==> config.mk <==
export PLATFORM = sky130hd
export DESIGN_NAME = fifo_rd_stream
export DESIGN_NICKNAME = d
export VERILOG_FILES = /design/src/rtl/fifo_pkg.sv /design/src/rtl/fifo_rd_skid_buf.sv /design/src/rtl/fifo_rd_stream.sv
export SDC_FILE = /design/constraint.sdc
export NUM_CORES = 1
export LEC_CHECK = 0
export ABC_AREA = 1
export CORE_ASPECT_RATIO = 1.2
export CORE_MARGIN = 5
export CORE_UTILIZATION = 35
export CTS_BUF_LIST = sky130_fd_sc_hd__clkbuf_16
export DETAILED_ROUTE_END_ITERATION = 12
export HOLD_SLACK_MARGIN = 0.05
export SYNTH_ARGS = -nofsm -noshare
export SYNTH_HDL_FRONTEND = slang
export SYNTH_SLANG_ARGS = --single-unit
==> constraint.sdc <==
create_clock -name rd_clk -period 4.8 [get_ports rd_clk]
set_input_delay 0.48 -clock rd_clk [delete_from_list [all_inputs] [get_ports rd_clk]]
set_output_delay 0.48 -clock rd_clk [all_outputs]
set_load 0.01 [all_outputs]
==> src/rtl/fifo_pkg.sv <==
// Shared definitions for the FIFO read-side drain stage.
package fifo_pkg;

  // FIFO read latency from fifo_rd_en to valid data: registered enable
  // followed by registered data output.
  localparam int unsigned RD_PIPE_LAT = 2;

  // Width of an occupancy counter that must represent 0..depth inclusive.
  function automatic int unsigned level_width(input int unsigned depth);
    return $clog2(depth + 1);
  endfunction

endpackage

==> src/rtl/fifo_rd_skid_buf.sv <==
// Circular first-word-fall-through buffer absorbing the FIFO read pipeline.
// The head entry is always presented on head_data; level counts occupancy.
module fifo_rd_skid_buf
  import fifo_pkg::*;
#(
  parameter int unsigned DATA_WIDTH = 8,
  parameter int unsigned BUF_DEPTH  = 4
) (
  input  logic                                 rd_clk,
  input  logic                                 rst_n,
  input  logic                                 push,
  input  logic [DATA_WIDTH-1:0]                push_data,
  input  logic                                 pop,
  output logic [level_width(BUF_DEPTH)-1:0]    level,
  output logic [DATA_WIDTH-1:0]                head_data
);

  localparam int unsigned PTR_W = $clog2(BUF_DEPTH);

  logic [DATA_WIDTH-1:0] mem [BUF_DEPTH];
  logic [PTR_W-1:0]      wr_ptr;
  logic [PTR_W-1:0]      rd_ptr;
  logic                  do_pop;

  // A pop against an empty buffer is ignored so level can never underflow.
  assign do_pop    = pop & (level != '0);
  assign head_data = mem[rd_ptr];

  // Storage, pointers (wrapping naturally at the power-of-two depth) and level.
  always_ff @(posedge rd_clk or negedge rst_n) begin
    if (!rst_n) begin
      for (int unsigned i = 0; i < BUF_DEPTH; i++) begin
        mem[i] <= '0;
      end
      wr_ptr <= '0;
      rd_ptr <= '0;
      level  <= '0;
    end else begin
      if (push) begin
        mem[wr_ptr] <= push_data;
        wr_ptr      <= wr_ptr + 1'b1;
      end
      if (do_pop) begin
        rd_ptr <= rd_ptr + 1'b1;
      end
      case ({push, do_pop})
        2'b10:   level <= level + 1'b1;
        2'b01:   level <= level - 1'b1;
        default: level <= level;
      endcase
    end
  end

endmodule

==> src/rtl/fifo_rd_stream.sv <==
// Read-side drain stage: turns the FIFO pulse-read port into a valid/ready
// stream. Shadows the FIFO read pipeline so every popped word is captured
// exactly once, and throttles requests so the local buffer cannot overflow.
module fifo_rd_stream
  import fifo_pkg::*;
#(
  parameter int unsigned DATA_WIDTH = 8,
  parameter int unsigned BUF_DEPTH  = 4
) (
  input  logic                              rd_clk,
  input  logic                              rst_n,
  input  logic                              fifo_empty,
  input  logic [DATA_WIDTH-1:0]             fifo_data,
  output logic                              fifo_rd_en,
  output logic                              m_valid,
  input  logic                              m_ready,
  output logic [DATA_WIDTH-1:0]             m_data,
  output logic [level_width(BUF_DEPTH)-1:0] buf_level
);

  localparam int unsigned LVL_W = level_width(BUF_DEPTH);
  // Room for level plus every in-flight stage (rd_en + RD_PIPE_LAT) plus one.
  localparam int unsigned SUM_W = LVL_W + $clog2(RD_PIPE_LAT + 2);

  logic             s1;
  logic             s2;
  logic             fire;
  logic             pop;
  logic             issue;
  logic [SUM_W-1:0] committed;

  // s1 mirrors the FIFO's registered enable; the FIFO pops only if it is
  // non-empty in that same cycle, so fire tracks its pop exactly.
  assign fire = s1 & ~fifo_empty;
  assign pop  = m_valid & m_ready;

  // Issue only if the buffer can hold this request on top of everything
  // already buffered or in flight, accounting for this cycle's push/pop.
  always_comb begin
    committed = SUM_W'(buf_level) + SUM_W'(fifo_rd_en) + SUM_W'(s1)
              + SUM_W'(s2) + SUM_W'(1'b1) - SUM_W'(pop);
    issue     = ~fifo_empty & (committed <= SUM_W'(BUF_DEPTH));
  end

  // Registered read request and the two-stage shadow of the FIFO read pipe.
  always_ff @(posedge rd_clk or negedge rst_n) begin
    if (!rst_n) begin
      fifo_rd_en <= 1'b0;
      s1         <= 1'b0;
      s2         <= 1'b0;
    end else begin
      fifo_rd_en <= issue;
      s1         <= fifo_rd_en;
      s2         <= fire;
    end
  end

  fifo_rd_skid_buf #(
    .DATA_WIDTH (DATA_WIDTH),
    .BUF_DEPTH  (BUF_DEPTH)
  ) u_skid_buf (
    .rd_clk    (rd_clk),
    .rst_n     (rst_n),
    .push      (s2),
    .push_data (fifo_data),
    .pop       (pop),
    .level     (buf_level),
    .head_data (m_data)
  );

  assign m_valid = (buf_level != '0);

endmodule

==> flow_summary.html <==
<table>
<tr><th>Metric</th><th>Value</th></tr>
<tr><th colspan="2">Outcome</th></tr>
<tr><td>Run status</td><td>complete, no violations</td></tr>
<tr><th colspan="2">Critical path</th></tr>
<tr><td>Critical Path AT</td><td>2.86 ns</td></tr>
<tr><td>Start point of the critical path</td><td>u_skid_buf.level[1]</td></tr>
<tr><td>Cell with the largest stage delay on the worst path</td><td>sky130_fd_sc_hd__fa_1</td></tr>
<tr><td>Critical Path Fanout Max</td><td>4</td></tr>
<tr><td>Kind of capture point of the worst setup path</td><td>flop</td></tr>
<tr><td>Type of the setup path with the least slack</td><td>reg -&gt; reg</td></tr>
<tr><td>Number of cells on the critical path</td><td>13</td></tr>
<tr><td>Depth of the worst register-to-register path</td><td>13</td></tr>
<tr><td>CP Launch Type</td><td>flop</td></tr>
<tr><td>Family with the most delay on the worst path</td><td>adder cells</td></tr>
<tr><td>Worst path buffer plus inverter count</td><td>5</td></tr>
<tr><td>Setup slack of the most critical reg-to-reg path</td><td>2.12 ns</td></tr>
<tr><td>R2R Path Start</td><td>u_skid_buf.level[1]</td></tr>
<tr><td>Crit path top cell by count</td><td>sky130_fd_sc_hd__inv_1</td></tr>
<tr><td>Required time reported for the critical path endpoint</td><td>4.98 ns</td></tr>
<tr><td>Crit-path max cell delay</td><td>0.48 ns</td></tr>
<tr><td>Cells along the critical path</td><td>inv_1 -&gt; nand3_1 -&gt; nand2_1 -&gt; inv_1 -&gt; fa_1 -&gt; inv_1 -&gt; fa_1 -&gt; inv_1 -&gt; fa_1 -&gt; inv_1 -&gt; nor2_1 -&gt; nor2_1 -&gt; nor2_1</td></tr>
<tr><th colspan="2">Placement</th></tr>
<tr><td>Area after detailed placement</td><td>2430 sq um</td></tr>
<tr><td>Post-Place Worst Slack</td><td>1.941 ns</td></tr>
<tr><td>Number of port buffers</td><td>24</td></tr>
<tr><td>Final HPWL from detailed placement</td><td>2.752 mm</td></tr>
<tr><td>Routability Congestion</td><td>0.7935</td></tr>
<tr><th colspan="2">GRT</th></tr>
<tr><td>Number of antenna violations at the first check in global routing</td><td>0</td></tr>
<tr><td>Wire length of the first global-routing pass</td><td>7.224 mm</td></tr>
<tr><td>Remaining global-route overflow</td><td>0</td></tr>
<tr><td>Vias in the first global route</td><td>1547</td></tr>
<tr><td>Maximum number of pins on one net before global-route repair</td><td>43</td></tr>
<tr><td>GRT Resource Usage Total</td><td>11.95%</td></tr>
<tr><th colspan="2">Clock network</th></tr>
<tr><td># hold bufs at CTS</td><td>0</td></tr>
<tr><td>Sink count of the clock tree</td><td>42</td></tr>
<tr><td>Buffer count from post-CTS setup fixing</td><td>0</td></tr>
<tr><td>Clock Tree Root</td><td>sky130_fd_sc_hd__clkbuf_16</td></tr>
<tr><td>Reg clk slew, reported paths</td><td>0.06 ns</td></tr>
<tr><td>CTS buffer count</td><td>5</td></tr>
<tr><td>CTS max path bufs</td><td>2</td></tr>
<tr><td>Worst-Skew Late Latency</td><td>0.28 ns</td></tr>
<tr><td>CTS-repair resized insts</td><td>0</td></tr>
<tr><td>CTS tree</td><td>built</td></tr>
<tr><td>H-tree lvl count</td><td>2</td></tr>
<tr><th colspan="2">Yosys</th></tr>
<tr><td>Post-synthesis xor/xnor area fraction</td><td>0.8009%</td></tr>
<tr><td>Synthesis warning total</td><td>0</td></tr>
<tr><td>Net count of the mapped netlist</td><td>270</td></tr>
<tr><td>Multiplexer fraction of the synthesized cell area</td><td>0%</td></tr>
<tr><td>Part of the Yosys area used for sequential elements</td><td>48.05%</td></tr>
<tr><td>Number of flops mapped to enable cells by yosys</td><td>0</td></tr>
<tr><td>Fraction of registers with async set or reset after synthesis</td><td>100.0%</td></tr>
<tr><td>Number of register bits inferred by synthesis</td><td>42</td></tr>
<tr><td>Main flop type after synthesis</td><td>sky130_fd_sc_hd__dfrtp_1</td></tr>
<tr><td>Cell variety after synth</td><td>19</td></tr>
<tr><td>Cell area after technology mapping</td><td>2187 sq um</td></tr>
<tr><td>Per-instance average area after synthesis</td><td>8.819 sq um</td></tr>
<tr><td>Count of mapped cells out of synthesis</td><td>248</td></tr>
<tr><td>Area share of fa/ha/maj cells after synthesis</td><td>7.094%</td></tr>
<tr><td>Largest family of logic cells by synthesized area</td><td>simple AND/OR/NAND/NOR gates</td></tr>
<tr><td>Simple-Gate Fraction of Synth Area</td><td>17.16%</td></tr>
<tr><td>Area fraction in compound gates after synthesis</td><td>14.82%</td></tr>
<tr><th colspan="2">Timing</th></tr>
<tr><td>Setup Total Neg Slack</td><td>0 ns</td></tr>
<tr><td>Max-Slew Margin vs Limit</td><td>38.62%</td></tr>
<tr><td>Fin crit share</td><td>55.83%</td></tr>
<tr><td>Final-report max-slew violation count</td><td>0</td></tr>
<tr><td>Fin crit period</td><td>2.680 ns</td></tr>
<tr><td>Worst Slack Setup Final</td><td>2.120 ns</td></tr>
<tr><td>Final setup vio count</td><td>0</td></tr>
<tr><td>Fmax</td><td>373.1 MHz</td></tr>
<tr><td>Fin. Hold Viols</td><td>0</td></tr>
<tr><td>Clock Skew</td><td>0.002704 ns</td></tr>
<tr><td>Slew @ Worst Pin</td><td>0.9207 ns</td></tr>
<tr><td>Setup repair after global routing missed its margin</td><td>no</td></tr>
<tr><th colspan="2">Drt</th></tr>
<tr><td>Total Wirelength</td><td>4.080 mm</td></tr>
<tr><td>Antenna Violating Nets Remaining</td><td>0</td></tr>
<tr><td>DRC</td><td>0</td></tr>
<tr><td>Post-DR vias/cell</td><td>4.473</td></tr>
<tr><td>Number of search-and-repair iterations in the first detailed-routing pass</td><td>4</td></tr>
<tr><td>Iter 0 DRT Violations</td><td>111</td></tr>
<tr><td>Avg WL per Cell</td><td>11.56 microns</td></tr>
<tr><td>Number of vias after detailed routing</td><td>1579</td></tr>
<tr><th colspan="2">Power and ir drop</th></tr>
<tr><td>Worst vdd rail ir drop</td><td>0.3418 mV</td></tr>
<tr><td>Power per unit of standard cell area</td><td>739.3 nW/um^2</td></tr>
<tr><td>Static Leak</td><td>1.368 nW</td></tr>
<tr><td>Relative contribution of sequential cells to total power</td><td>33.9%</td></tr>
<tr><td>Switching fraction of total power</td><td>36.68%</td></tr>
<tr><td>Power share of the clock group</td><td>22.5%</td></tr>
<tr><td>Net switching power figure</td><td>0.7114 mW</td></tr>
<tr><td>Internal power component</td><td>1.228 mW</td></tr>
<tr><td>Proportion of power drawn by combinational gates</td><td>43.6%</td></tr>
<tr><th colspan="2">Floorplan</th></tr>
<tr><td>Horizontal die dimension</td><td>82.16 microns</td></tr>
<tr><td>Starting utilization of the core area</td><td>36.15%</td></tr>
<tr><td>Ports placed on the boundary</td><td>25</td></tr>
<tr><td>Area of the core</td><td>6051 sq um</td></tr>
<tr><td>Die Y-Extent</td><td>96.60 microns</td></tr>
<tr><td>Die ar.</td><td>7936 sq um</td></tr>
<tr><td>Placement row count</td><td>31</td></tr>
<tr><th colspan="2">Layout</th></tr>
<tr><td>Area added between synthesis and finish</td><td>19.97%</td></tr>
<tr><td>Ant diodes</td><td>0</td></tr>
<tr><td>Fraction of layout instances using a drive strength above 1</td><td>8.487%</td></tr>
<tr><td>Net count, final</td><td>292</td></tr>
<tr><td>Final cell area excluding filler cells</td><td>2624 sq um</td></tr>
<tr><td>Post-route core utilization</td><td>43.36%</td></tr>
<tr><td>Most frequent cells in the layout</td><td>sky130_fd_sc_hd__nand2_1, sky130_fd_sc_hd__inv_1, sky130_fd_sc_hd__dfrtp_1</td></tr>
<tr><td>Most common cell after layout, fill and taps aside</td><td>sky130_fd_sc_hd__nand2_1</td></tr>
<tr><th colspan="2">Hold path</th></tr>
<tr><td>Kind of path behind the tightest hold check</td><td>in -&gt; async</td></tr>
<tr><th colspan="2">Job</th></tr>
<tr><td>Max-capacitance violation count</td><td>0</td></tr>
</table>
Yosys cell counts, types with 4 or more instances:
cell type | instances | area share (%)
sky130_fd_sc_hd__nor2_1 | 4 | 0.69
sky130_fd_sc_hd__o211ai_1 | 16 | 5.5
sky130_fd_sc_hd__nand2_1 | 77 | 13
sky130_fd_sc_hd__nand3_1 | 4 | 0.92
sky130_fd_sc_hd__ha_1 | 6 | 3.4
sky130_fd_sc_hd__buf_6 | 8 | 4.1
sky130_fd_sc_hd__o21ai_2 | 9 | 3.6
sky130_fd_sc_hd__nand2_4 | 4 | 2.1
sky130_fd_sc_hd__fa_1 | 4 | 3.7
sky130_fd_sc_hd__dfrtp_1 | 42 | 48
sky130_fd_sc_hd__inv_1 | 43 | 7.4
sky130_fd_sc_hd__o21ai_1 | 23 | 5.3
final timing paths:
kind | endpoint
min | u_skid_buf.level[1]
min reg2reg | s1
min in group rd_clk | s1
max | fifo_rd_en
max reg2reg | fifo_rd_en
max in group asynchronous | u_skid_buf.mem[14]
cell families after synthesis:
group,count (synthesis)
XOR/XNOR,2
adder cells (fa/ha/maj),10
AO/OA/AOI/OAI,50
buffers and inverters,54
flip-flops,42
AND/OR/NAND/NOR,90
flip-flops by register name (all words and copies together), names as in the netlist:
register,flops
fifo_rd_en,1
s1,1
s2,1
u_skid_buf.level,3
u_skid_buf.mem,32
u_skid_buf.rd_ptr,2
u_skid_buf.wr_ptr,2
through the flow:
stage / total power [mW] / std cells / hold slack [ns]
2_1_floorplan: 1.253 / 248 / 0.1844
3_3_place_gp: 1.504 / 345 / 0.4093
3_5_place_dp: 1.523 / 345 / 0.4200
4_1_cts: 1.974 / 353 / 0.3743
5_1_grt: 2.123 / 353 / 0.4237
6_report: 1.940 / 353 / 0.3316
final cells by class:
cell class	count	area, sq um
Inverter	45	168.9
Clock buffer	5	125.1
Clock inverter	3	68.82
Fill cell	627	3427
Tap cell	82	102.6
Timing Repair Buffer	24	235.2
Multi-Input combinational cell	152	872.1
Sequential cell	42	1051
metal layers:
metal / share of wire [%] / GRT usage, % / up-vias
li1: - / - / 819
met2: 47 / 19.68 / 24
met1: 47 / 15.24 / 730
met4: 1.8 / 4.155 / 0
met5: 0 / 0 / -
met3: 4.2 / 2.876 / 6
power groups by stage:
stage	clock [mW]	combinational, mW	sequential [mW]
after global placement	0	0.845	0.659
after CTS	0.449	0.865	0.660
final	0.436	0.845	0.658
after floorplan	0	0.624	0.629
after global routing	0.458	0.976	0.688
after detailed placement	0	0.859	0.665
Power figures use the tool's default switching activity.
